**config.mk**
```make
export PLATFORM = sky130hd
export DESIGN_NAME = fetch_pc_unit
export DESIGN_NICKNAME = d
export VERILOG_FILES = /design/src/rtl/fetch_pc_unit.sv
export SDC_FILE = /design/constraint.sdc
export NUM_CORES = 1
export LEC_CHECK = 0
export CORE_MARGIN = 4
export CORE_UTILIZATION = 38
export CTS_BUF_LIST = sky130_fd_sc_hd__clkbuf_2 sky130_fd_sc_hd__clkbuf_4 sky130_fd_sc_hd__clkbuf_8
export DETAILED_ROUTE_END_ITERATION = 10
export PLACE_DENSITY = 0.8
export SYNTH_ARGS = -nofsm -noshare
export SYNTH_HDL_FRONTEND = slang
export SYNTH_SLANG_ARGS = --single-unit
```
**constraint.sdc**
```tcl
create_clock -name clk -period 2 [get_ports clk]
set_clock_uncertainty 0.15 [all_clocks]
set_input_delay 0.4 -clock clk [delete_from_list [all_inputs] [get_ports clk]]
set_output_delay 0.4 -clock clk [all_outputs]
set_load 0.05 [all_outputs]
```
**src/rtl/fetch_pc_unit.sv**
```systemverilog
`default_nettype none
// ============================================================================
// Module      : fetch_pc_unit
// Description : Fetch stage of the P7 pipeline. Owns the program counter,
//               drives the instruction-memory address, applies exception,
//               eret and branch/jump redirects, and flags fetch address
//               errors (AdEL) towards the F/D pipeline register.
// Revision    : 1.0 - initial release
// ============================================================================
module fetch_pc_unit #(
  parameter logic [31:0] PC_INIT   = 32'h0000_3000,
  parameter logic [31:0] PC_MAX    = 32'h0000_6FFC,
  parameter logic [31:0] EXC_ENTRY = 32'h0000_4180,
  parameter logic [4:0]  EXC_ADEL  = 5'd4
) (
  input  logic        clk,
  input  logic        reset,
  input  logic        en,
  input  logic        req,
  input  logic        eret,
  input  logic [31:0] epc,
  input  logic        redirect,
  input  logic [31:0] redirect_pc,
  input  logic        d_is_jump,
  output logic [31:0] i_inst_addr,
  input  logic [31:0] i_inst_rdata,
  output logic [31:0] F_PC,
  output logic [31:0] F_Instr,
  output logic [4:0]  F_ExcCode,
  output logic        F_BD
);

  localparam logic [31:0] c_WORD = 32'd4;

  logic [31:0] pc_q;
  logic [31:0] pc_d;
  logic        w_eret;
  logic [31:0] w_fa;
  logic        w_fault;

  // While reset is held the stage must present the reset PC regardless of
  // what the register or the D stage currently hold, so eret is masked.
  assign w_eret = eret & ~reset;

  // Fetch address: eret has no delay slot, so EPC is fetched immediately.
  always_comb begin
    w_fa = pc_q;
    if (reset) begin
      w_fa = PC_INIT;
    end else if (w_eret) begin
      w_fa = epc;
    end
  end

  // Illegal fetch: misaligned or outside instruction memory (unsigned compare).
  always_comb begin
    w_fault = (w_fa[1:0] != 2'b00) || (w_fa < PC_INIT) || (w_fa > PC_MAX);
  end

  assign i_inst_addr = w_fa;
  assign F_PC        = w_fa;
  assign F_BD        = d_is_jump & ~w_eret;

  // Faulting fetches become a nop carrying AdEL; the trap arrives later via req.
  always_comb begin
    F_Instr   = i_inst_rdata;
    F_ExcCode = 5'd0;
    if (w_fault) begin
      F_Instr   = 32'd0;
      F_ExcCode = EXC_ADEL;
    end
  end

  // Next-PC priority: exception request beats everything and ignores stall;
  // eret beats branch/jump; redirects issued during a stall are not latched.
  always_comb begin
    pc_d = pc_q;
    if (req) begin
      pc_d = EXC_ENTRY;
    end else if (en && eret) begin
      pc_d = epc + c_WORD;
    end else if (en && redirect) begin
      pc_d = redirect_pc;
    end else if (en) begin
      pc_d = pc_q + c_WORD;
    end
  end

  // Program counter register with synchronous reset.
  always_ff @(posedge clk) begin
    if (reset) begin
      pc_q <= PC_INIT;
    end else begin
      pc_q <= pc_d;
    end
  end

endmodule
`default_nettype wire

```
==> results of run 1 <==
## layer usage
layer  global-route usage  GRT overflow
met1                0.673             0
met2                0.872             3
met3                0.518             0
met4                0.624             1
met5                0.216             0
## metrics by stage
stage	setup slack, ns	instances
4_1_cts	-0.722	1025
3_5_place_dp	-0.969	986
3_3_place_gp	-0.896	986
2_1_floorplan	-0.136	580
## kinds of logic after synthesis
| kind of cell | after synthesis |
|---|---|
| xor+xnor | 42 |
| flops | 32 |
| simple gates | 260 |
| buf+inv | 82 |
| compound gates | 123 |
| mux | 35 |
| other cells | 1 |
| fa+ha+maj | 2 |
## Yosys cell counts, types with 4 or more instances
master | count | area, um^2
and3_1 | 6 | 37.5
a21oi_1 | 29 | 145
a21o_1 | 5 | 37.5
clkbuf_1 | 23 | 86.3
o21ai_0 | 27 | 135
a211o_1 | 4 | 35.0
inv_1 | 7 | 26.3
o211ai_1 | 6 | 45.0
xnor2_1 | 22 | 193
nor2b_1 | 34 | 213
and2_1 | 6 | 37.5
a211oi_1 | 9 | 67.6
a221oi_1 | 6 | 52.6
buf_4 | 37 | 278
nor2_1 | 72 | 270
nor4_1 | 14 | 87.6
a31oi_1 | 4 | 25.0
xor2_1 | 20 | 175
nand3_1 | 22 | 110
nand4_1 | 18 | 113
nand2_1 | 52 | 195
nor3_1 | 7 | 35.0
and4_1 | 7 | 61.3
dfxtp_1 | 32 | 641
buf_2 | 12 | 60.1
o21a_1 | 5 | 37.5
mux2i_1 | 34 | 340
o22ai_1 | 4 | 25.0
## what timing repair did
| action | 4_1_cts |
|---|---|
| pin swaps | 50 |
| resized for setup | 197 |
| endpoints found under the hold margin | 0 |
| endpoints found under the setup margin | 121 |
| cloned | 5 |
| setup buffers | 26 |
==> metrics, run 1 <==
DIE HEIGHT 112 um; row cnt 37; critical endpoint after global-route timing repair F_Instr[28]; Cells after Synth 577; async set-or-reset flop fraction in the synthesized netlist 0; clock root cell clkbuf_8; Syn Area/Cell 7.08 um^2; xor and xnor fraction of the mapped netlist area 0.0900; Yosys reg bits 32; Seq/Total Area, Yosys 0.157; Synth Area in Adders 0.00612; H-tree Lvls 2; largest net degree at the start of global routing 23; number of distinct library cells after synthesis 62; multiplexer share of the synthesized area 0.0860; gp weighted congestion 0.958; Die X 112 um; top_reg_cell synth dfxtp_1; cts hold-fix bufs 0; stage reached global routing; I/O pins 205; worst_ep kind output port; largest family of logic cells by synthesized area simple AND/OR/NAND/NOR gates; Clock Sinks 32; Detailed Place HPWL 18.0 mm; IO Port Bufs 200; Initial Util 0.392; global router's overall resource usage 0.677; simple-gate portion of the synthesized area 0.346; Max clock buf depth 2; status did not finish; synthesized area 4090 um^2; synth warn 0; CTS buffer count 5; initial antenna violation count 7; Compound-Gate Fraction of Synth Area 0.202; instance area at placement 8140 um^2; Halt Reason [ERROR GRT-0232] Routing congestion too high. Check the congestion heatmap in the GUI.; global route overflow 4; EDFF count, synth 0
==> run 2: changes to the inputs <==
CORE_UTILIZATION = 40   (was 38)
CTS_BUF_LIST = not set   (was sky130_fd_sc_hd__clkbuf_2 sky130_fd_sc_hd__clkbuf_4 sky130_fd_sc_hd__clkbuf_8)
PLACE_DENSITY = not set   (was 0.8)
PLACE_DENSITY_LB_ADDON = 0.15   (was not set)
clock period = 2.6 ns   (was 2 ns; I/O delays follow)
==> metrics, run 2 <==
Die Area 11900 um^2; gp weighted congestion 0.963 (was 0.958); Detailed Place HPWL 15.4 mm (was 18.0 mm); Critical Path Source Type primary input; Initial Util 0.414 (was 0.392); min Tclk post-route 2.78 ns; synthesis-to-layout area growth 96.4%; commonest non-fill, non-tap cell in the layout buf_4; fin crit share 1.07; EDFF count, synth 0 (unchanged); RSZ-0062 raised after global routing true; Top reg by flops pc_q; Nets 938; wire per inst 20.1 um; Post-route DRC 0; Pwr Density 303 nW/um^2; WHS 0.422 ns; Final TNS setup -4.38 ns; dominant cells by area after synthesis dfxtp_1 (16%), mux2i_1 (8.3%), buf_4 (6.8%) (unchanged); final worst setup slack -0.181 ns; pin slew with the least headroom to its limit 0.566 ns; most frequent cells after synthesis nor2_1 (72), nand2_1 (52), buf_4 (37) (unchanged); Yosys reg bits 32 (unchanged); CTS tree yes; crit path max fanout 5; Finished Cell Area 8030 um^2; DRT Wirelength 19.4 mm; DIE HEIGHT 109 um (was 112 um); vias 5625; first-pass GRT wire length 29.4 mm; Clock Sinks 32 (unchanged); Non-Filler Instances 967; synth warn 0 (unchanged); DR pass1 iterations 5; initial antenna violation count 0; Min-Delay Path Class reg2reg; status complete, but fails checks (was did not finish); max reg flops 30; dominant cell type by area after synthesis dfxtp_1 (unchanged); Max clock buf depth 2 (unchanged); FF-to-FF setup slack 0.27 ns; Req. time, crit path 1.93 ns; row cnt 36 (was 37); placed insts 944 (was 986); Max VDD drop 0.000233 V; Cells after Synth 577 (unchanged); number of distinct library cells after synthesis 62 (unchanged); worst skew pair latency 0.29 ns; violated checks negative setup slack; largest net degree at the start of global routing 41; H-tree Lvls 2 (unchanged); clock root cell clkbuf_8 (unchanged); Worst-path clk slew 0.07 ns; Critical Path Sink Type output port; total chip power 0.00243 W; vias in the first global route 5569; Fmax achieved 0.360 GHz; Die X 109 um (was 112 um); initial drt markers 485; Syn Area/Cell 7.08 um^2 (unchanged); IO Port Bufs 200 (unchanged); instance area at placement 7700 um^2 (was 8140 um^2); ant diodes 0; fillcell total 639; top_reg_cell synth dfxtp_1 (unchanged); Slew Limit Fails 0; core area 9860 um^2; CTS buffer count 5 (unchanged); global router's overall resource usage 0.317; global route overflow 0; Rel. slew slack 0.618; Seq/Total Area, Yosys 0.157 (unchanged); Setup violations, final 33; leakage 3.39 nW; max-capacitance violation count 0; share of cells above drive strength 1 0.405; Fin. Hold Viols 0; most frequent cells in the layout buf_4 (141), clkdlybuf4s50_1 (78), buf_12 (74); async set-or-reset flop fraction in the synthesized netlist 0 (unchanged); synthesized area 4090 um^2 (unchanged); WS Path Type in2out; post-synth top area share 0.157 (unchanged); vias per cell 5.82; critical path arrival 2.11 ns; I/O pins 205 (unchanged); Top Registers pc_q: 30 flops; Post-DRT Antenna Nets 0; most common cell in the synthesized netlist nor2_1 (unchanged)
-- run 2: cell counts after synthesis --
No cell type changed its count.
-- run 2: repair_timing --
item / 4_1_cts / 5_1_grt
endpoints found under the setup margin: 33 / 38
endpoints found under the hold margin: 0 / 0
setup buffers: 15 / 1
cloned: 3 / 0
resized for setup: 53 / 37
hold buffers: 0 / 0
pin swaps: 14 / 15
-- run 2: layout make-up --
class | count | area, um^2 | share of cell area
tap | 133 | 166 | 0.0207
sequential | 32 | 643 | 0.0801
clock inverter | 2 | 10.0 | 0.00125
inverter | 7 | 26.3 | 0.00327
timing repair buffer | 321 | 3570 | 0.445
clock buffer | 6 | 82.6 | 0.0103
multi-input combinational | 466 | 3530 | 0.439
-- run 2: cell families (layout without fill, tap and decap cells) --
group	after synthesis	after routing	synth area share
xor+xnor	42	42	0.0900
mux	35	35	0.0860
simple gates	260	260	0.346
fa+ha+maj	2	2	0.00612
other cells	1	4	0.000917
buf+inv	82	336	0.113
flops	32	32	0.157
compound gates	123	123	0.202
-- run 2: worst paths after layout --
path / from / endpoint / cells after the start
min reg2reg: flop / flop / 2
max reg2reg: pc_q[2] / pc_q[24] / 7
min: flop / flop / 2
max: epc[19] / F_Instr[7] / 10
-- run 2: power by group --
part	internal, W	switching (W)
Sequential	0.000513	0.0000279
Clock	0.000211	0.000200
Combinational	0.000689	0.000793
Total	0.00141	0.00102
-- run 2: worst max-delay path, cell delays in order --
cell           delay [ns]
dlygate4sd2_1        0.28
nor4_2               0.24
a22oi_1              0.12
a21oi_1              0.15
buf_4                0.15
a21oi_4              0.09
buf_12               0.14
buf_16               0.14
nor2b_4              0.13
buf_12               0.14
-- run 2: layer usage --
layer,routed length [um],up-vias,track usage
li1,-,2556,-
met1,6780,2634,0.365
met2,10000,360,0.579
met3,1630,75,0.0468
met4,942,0,0.136
met5,0,-,0
-- run 2: through the flow --
stage	setup WS, ns	util
finish	-0.181	0.814
CTS	-0.288	0.819
floorplan	-0.235	-
detailed placement	-0.469	0.781
global route	-0.238	0.814
global placement	-0.469	0.781
Note: power is estimated with default switching activity, not from simulation.
==> run 3: changes to the inputs <==
--- a/config.mk
+++ b/config.mk
@@ -7,2 +7,3 @@
 export LEC_CHECK = 0
+export CAP_MARGIN = 15
 export CORE_MARGIN = 4
@@ -11,2 +12,3 @@
 export PLACE_DENSITY_LB_ADDON = 0.15
+export SLEW_MARGIN = 20
 export SYNTH_ARGS = -nofsm -noshare
--- a/constraint.sdc
+++ b/constraint.sdc
@@ -4,2 +4,2 @@
 set_output_delay 0.52 -clock clk [all_outputs]
-set_load 0.05 [all_outputs]
+set_load 0.1 [all_outputs]
==> metrics, run 3 (synthesized netlist as in run 2, its figures left out) <==
Req. time, crit path 1.93 ns (about the same); Nets 920 (was 938); violated checks negative setup slack (unchanged); max-capacitance violation count 0 (unchanged); Post-DRT Antenna Nets 0 (unchanged); DRT Wirelength 23.5 mm (was 19.4 mm); H-tree Lvls 2 (unchanged); Worst-path clk slew 0.06 ns (was 0.07 ns); Clock Sinks 32 (unchanged); synthesis-to-layout area growth 106% (was 96.4%); vias in the first global route 5516 (was 5569); Critical Path Sink Type output port (unchanged); CTS tree yes (unchanged); Post-route DRC 0 (unchanged); Top Registers pc_q: 30 flops (unchanged); Max VDD drop 0.000298 V (was 0.000233 V); I/O pins 205 (unchanged); min Tclk post-route 2.94 ns (was 2.78 ns); WS Path Type in2out (unchanged); Slew Limit Fails 0 (unchanged); final worst setup slack -0.336 ns (was -0.181 ns); Finished Cell Area 8420 um^2 (was 8030 um^2); sw power 0.00142 W (was 0.00102 W); Die Area 11900 um^2 (unchanged); DIE HEIGHT 109 um (unchanged); Setup violations, final 33 (unchanged); initial drt markers 664 (was 485); vias per cell 6.06 (was 5.82); gp weighted congestion 0.979 (was 0.963); clock root cell clkbuf_8 (unchanged); crit path max fanout 5 (unchanged); global route overflow 0 (unchanged); critical path arrival 2.27 ns (was 2.11 ns); Logic pwr share 0.674 (was 0.609); row cnt 36 (unchanged); Detailed Place HPWL 16.5 mm (was 15.4 mm); leakage 3.45 nW (was 3.39 nW); wire per inst 24.6 um (was 20.1 um); Clock power frac 0.137 (was 0.169); IO Port Bufs 200 (unchanged); Critical Path Source Type primary input (unchanged); cts hold-fix bufs 0 (unchanged); Pwr Density 345 nW/um^2 (was 303 nW/um^2); first-pass GRT wire length 32.0 mm (was 29.4 mm); max reg flops 30 (unchanged); placed insts 932 (was 944); Fmax achieved 0.341 GHz (was 0.360 GHz); sequential group share of total power 0.189 (was 0.222); most frequent cells in the layout buf_12 (102), buf_4 (95), clkdlybuf4s50_1 (76) (was buf_4 (141), clkdlybuf4s50_1 (78), buf_12 (74)); status complete, but fails checks (unchanged); switching share of total power 0.491 (was 0.420); vias 5792 (was 5625); Fin. Hold Viols 0 (unchanged); Max clock buf depth 2 (unchanged); Final TNS setup -9.63 ns (was -4.38 ns); Min-Delay Path Class reg2reg (unchanged); share of cells above drive strength 1 0.388 (was 0.405); DR pass1 iterations 5 (unchanged); Die X 109 um (unchanged); worst skew pair latency 0.28 ns (was 0.29 ns); CTS buffer count 5 (unchanged); Rel. slew slack 0.646 (was 0.618); FF-to-FF setup slack 0.24 ns (was 0.27 ns); instance area at placement 8030 um^2 (was 7700 um^2); Non-Filler Instances 955 (was 967); Initial Util 0.414 (unchanged); pin slew with the least headroom to its limit 0.524 ns (was 0.566 ns); global router's overall resource usage 0.351 (was 0.317); RSZ-0062 raised after global routing true (unchanged); initial antenna violation count 3 (was 0); internal power 0.00148 W (was 0.00141 W); core area 9860 um^2 (unchanged); largest net degree at the start of global routing 33 (was 41); commonest non-fill, non-tap cell in the layout buf_12 (was buf_4); Top reg by flops pc_q (unchanged); WHS 0.435 ns (was 0.422 ns); fin crit share 1.13 (was 1.07)
run 3: cell count changes in the layout (fill, tap and decap cells not counted), sizes merged:
cell	change
dlygate4sd2	+4
clkdlybuf4s50	-2
diode	+6
dlymetal6s2s	+2
clkbuf	-5
buf	-19
clkdlybuf4s15	+2
run 3: worst paths after layout:
check,to,startpoint,depth (start not counted)
min reg2reg,flop,flop,2
max reg2reg,pc_q[24],pc_q[12],6
max,F_Instr[9],eret,10
min,flop,flop,2
run 3: stage by stage:
stage / power [W] / setup slack (ns) / utilization
detailed placement: 0.00240 / -0.422 / 0.814
floorplan: 0.00171 / -0.110 / -
CTS: 0.00284 / -0.196 / 0.842
global route: 0.00297 / -0.353 / 0.852
finish: 0.00290 / -0.336 / 0.853
global placement: 0.00237 / -0.386 / 0.814
run 3: what timing repair did:
action / in CTS / in global routing
cloned: 4 / 0
pin swaps: 9 / 9
setup endpoints to repair: 36 / 38
gates resized for setup: 54 / 23
buffers inserted: 2 / 3
run 3: metal layers:
layer / track usage / routed length (um) / vias up
li1: - / - / 2522
met1: 0.416 / 8240 / 2675
met2: 0.603 / 11200 / 486
met3: 0.0835 / 2850 / 109
met4: 0.152 / 1200 / 0
met5: 0 / 0 / -
run 3: area by class of cell:
| type | instances | area [um^2] |
|---|---|---|
| fill | 524 | 1450 |
| clock inverter | 2 | 10.0 |
| multi-input combinational | 466 | 3610 |
| clock buffer | 6 | 82.6 |
| tap | 133 | 166 |
| antenna | 6 | 15.0 |
| timing repair buffer | 303 | 3870 |
| inverter | 7 | 26.3 |
| sequential | 32 | 642 |
run 3: critical path, cell delays in order:
cell     delay [ns]
buf_4          0.13
inv_1          0.10
nor4_2         0.34
nand4_1        0.19
a21oi_2        0.23
a21oi_4        0.10
buf_12         0.16
buf_12         0.14
nor2b_4        0.17
buf_12         0.19
run 3: power groups by stage:
| stage | Clock (W) | Sequential, W | Combinational, W |
|---|---|---|---|
| after CTS | 0.000404 | 0.000544 | 0.00189 |
| final | 0.000398 | 0.000548 | 0.00195 |
| after global placement | 0 | 0.000552 | 0.00182 |
| after detailed placement | 0 | 0.000554 | 0.00185 |
| after floorplan | 0 | 0.000544 | 0.00117 |
| after global routing | 0.000420 | 0.000550 | 0.00200 |
==> run 4: changes to the inputs <==
MAX_ROUTING_LAYER = met4   (was not set)
==> metrics, run 4 (synthesized netlist as in run 2, its figures left out) <==
Die Area 11900 um^2 (unchanged); worst path buffer plus inverter count 3 (was 5); clock root cell clkbuf_8 (unchanged); worst flop-to-flop path startpoint pc_q[3] (was pc_q[12]); crit path max fanout 8 (was 5); Fin. Hold Viols 0 (unchanged); initial drt markers 653 (was 664); share of cells above drive strength 1 0.400 (was 0.388); Max VDD drop 0.000236 V (was 0.000298 V); Logic pwr share 0.676 (was 0.674); sw power 0.00141 W (was 0.00142 W); Post-route DRC 0 (unchanged); final worst setup slack -0.344 ns (was -0.336 ns); violated checks negative setup slack (unchanged); pin slew with the least headroom to its limit 0.614 ns (was 0.524 ns); Min-Delay Path Class reg2reg (unchanged); Worst-path clk slew 0.08 ns (was 0.06 ns); global route overflow 0 (unchanged); wire per inst 22.4 um (was 24.6 um); Clock power frac 0.134 (was 0.137); global router's overall resource usage 0.362 (was 0.351); crit-path max cell delay 0.34 ns (about the same); DIE HEIGHT 109 um (unchanged); Clock Sinks 32 (unchanged); DRT Wirelength 21.6 mm (was 23.5 mm); Final TNS setup -10.70 ns (was -9.63 ns); Max clock buf depth 2 (unchanged); Pwr Density 340 nW/um^2 (was 345 nW/um^2); Req. time, crit path 1.93 ns (about the same); Critical Path Start pc_q[17] (was eret); Initial Util 0.414 (unchanged); WS Path Type reg2out (was in2out); Nets 929 (was 920); DR pass1 iterations 5 (unchanged); Top Registers pc_q: 30 flops (unchanged); CP top delay family simple AND/OR/NAND/NOR gates (was buffers and inverters); RSZ-0062 raised after global routing true (unchanged); Setup violations, final 33 (unchanged); Rel. slew slack 0.586 (was 0.646); worst skew pair latency 0.29 ns (was 0.28 ns); H-tree Lvls 2 (unchanged); Slew Limit Fails 0 (unchanged); CP Cell Sequence nor4_4 > nand4_1 > a21oi_2 > a21oi_4 > buf_12 > buf_16 > nor2b_4 > buf_12 (was buf_4 > inv_1 > nor4_2 > nand4_1 > a21oi_2 > a21oi_4 > buf_12 > buf_12 > nor2b_4 > buf_12); CP Depth 8 (was 10); r2r endpoint pc_q[26] (was pc_q[24]); most frequent cells in the layout buf_4 (106), buf_12 (104), clkdlybuf4s50_1 (77) (was buf_12 (102), buf_4 (95), clkdlybuf4s50_1 (76)); Detailed Place HPWL 16.4 mm (was 16.5 mm); CTS buffer count 5 (unchanged); min Tclk post-route 2.94 ns (about the same); CTS tree yes (unchanged); max-capacitance violation count 0 (unchanged); critical path arrival 2.27 ns (about the same); commonest non-fill, non-tap cell in the layout buf_4 (was buf_12); fin crit share 1.13 (about the same); sequential group share of total power 0.191 (was 0.189); Top reg by flops pc_q (unchanged); vias 5583 (was 5792); initial antenna violation count 4 (was 3); row cnt 36 (unchanged); Critical Path Source Type flop (was primary input); internal power 0.00144 W (was 0.00148 W); status complete, but fails checks (unchanged); largest net degree at the start of global routing 33 (unchanged); Critical Path Sink Type output port (unchanged); Fmax achieved 0.340 GHz (was 0.341 GHz); CP most frequent cell buf_12 (unchanged); vias per cell 5.80 (was 6.06); count of cells along the worst register-to-register path 8 (was 6); FF-to-FF setup slack 0.27 ns (was 0.24 ns); core area 9860 um^2 (unchanged); first-pass GRT wire length 32.0 mm (about the same); vias in the first global route 5521 (was 5516); fillcell total 483 (was 524); gp weighted congestion 1.01 (was 0.979); Post-DRT Antenna Nets 0 (unchanged); synthesis-to-layout area growth 105% (was 106%); WHS 0.422 ns (was 0.435 ns); leakage 3.44 nW (was 3.45 nW); I/O pins 205 (unchanged); cts hold-fix bufs 0 (unchanged); IO Port Bufs 200 (unchanged); switching share of total power 0.494 (was 0.491); Die X 109 um (unchanged); max reg flops 30 (unchanged); Critical Path End F_Instr[0] (was F_Instr[9]); Slowest-stage cell, CP nor4_4 (was nor4_2)
==> run 4: cell types whose count changed in the layout (fill, tap and decap cells not counted), sizes merged <==
cell,change
clkdlybuf4s50,+1
clkdlybuf4s15,-5
clkinvlp,+1
buf,+11
clkbuf,+1
dlygate4sd2,+1
dlymetal6s2s,-1
diode,-1
clkinv,-1
==> run 4: cell type report <==
| type | instances | area [um^2] | area share |
|---|---|---|---|
| timing repair buffer | 312 | 3890 | 0.463 |
| multi-input combinational | 466 | 3570 | 0.426 |
| sequential | 32 | 644 | 0.0768 |
| tap | 133 | 166 | 0.0198 |
| clock buffer | 5 | 68.8 | 0.00820 |
| inverter | 7 | 26.3 | 0.00313 |
| clock inverter | 2 | 12.5 | 0.00149 |
| antenna | 5 | 12.5 | 0.00149 |
==> run 4: stage by stage <==
step                      utilization  instances  cell area (um^2)  worst slack [ns]  total power, W
after CTS                       0.847        955              8360            -0.224         0.00282
after detailed placement        0.817        934              8060            -0.447         0.00240
after global routing            0.850        961              8390            -0.377         0.00293
after global placement          0.817        934              8060            -0.425         0.00238
after floorplan                     -        580              4920            -0.110         0.00171
final                           0.851        962              8390            -0.344         0.00285
==> run 4: worst min path at each step <==
stage              from        to  slack, ns  cells after the start
2_1_floorplan  pc_q[28]  pc_q[28]       0.32                      2
3_3_place_gp    pc_q[4]   pc_q[4]       0.39                      2
3_5_place_dp       flop      flop       0.41                      2
4_1_cts            flop      flop       0.42                      2
5_1_grt            flop      flop       0.45                      2
6_report           flop      flop       0.42                      2
==> run 4: metal layers <==
layer / vias to the layer above / global-route usage / part of all wire
met4: 0 / 0.125 / 0.028
met2: 399 / 0.602 / 0.49
met5: - / - / 0
met1: 2589 / 0.418 / 0.37
met3: 57 / 0.0989 / 0.11
li1: 2538 / - / -
==> run 4: worst reg2reg max path: stages, from the launching register on <==
cell	delay, ns
dfxtp_1	0.43
ha_1	0.21
nand4_1	0.21
buf_4	0.22
nor3_2	0.32
nand3_1	0.19
o21a_1	0.23
a211oi_2	0.20
a211o_1	0.12
==> run 4: timing repair <==
item	in CTS	in global routing
pin swaps	12	12
gates resized for setup	58	18
setup buffers	11	3
gates cloned	3	0
endpoints found under the setup margin	33	40
==> run 4: power groups by stage <==
stage,sequential (W),combinational (W),clock (W)
after global placement,0.000550,0.00183,0
after detailed placement,0.000551,0.00185,0
after CTS,0.000541,0.00190,0.000378
after global routing,0.000546,0.00198,0.000402
final,0.000544,0.00193,0.000381
after floorplan,0.000544,0.00117,0
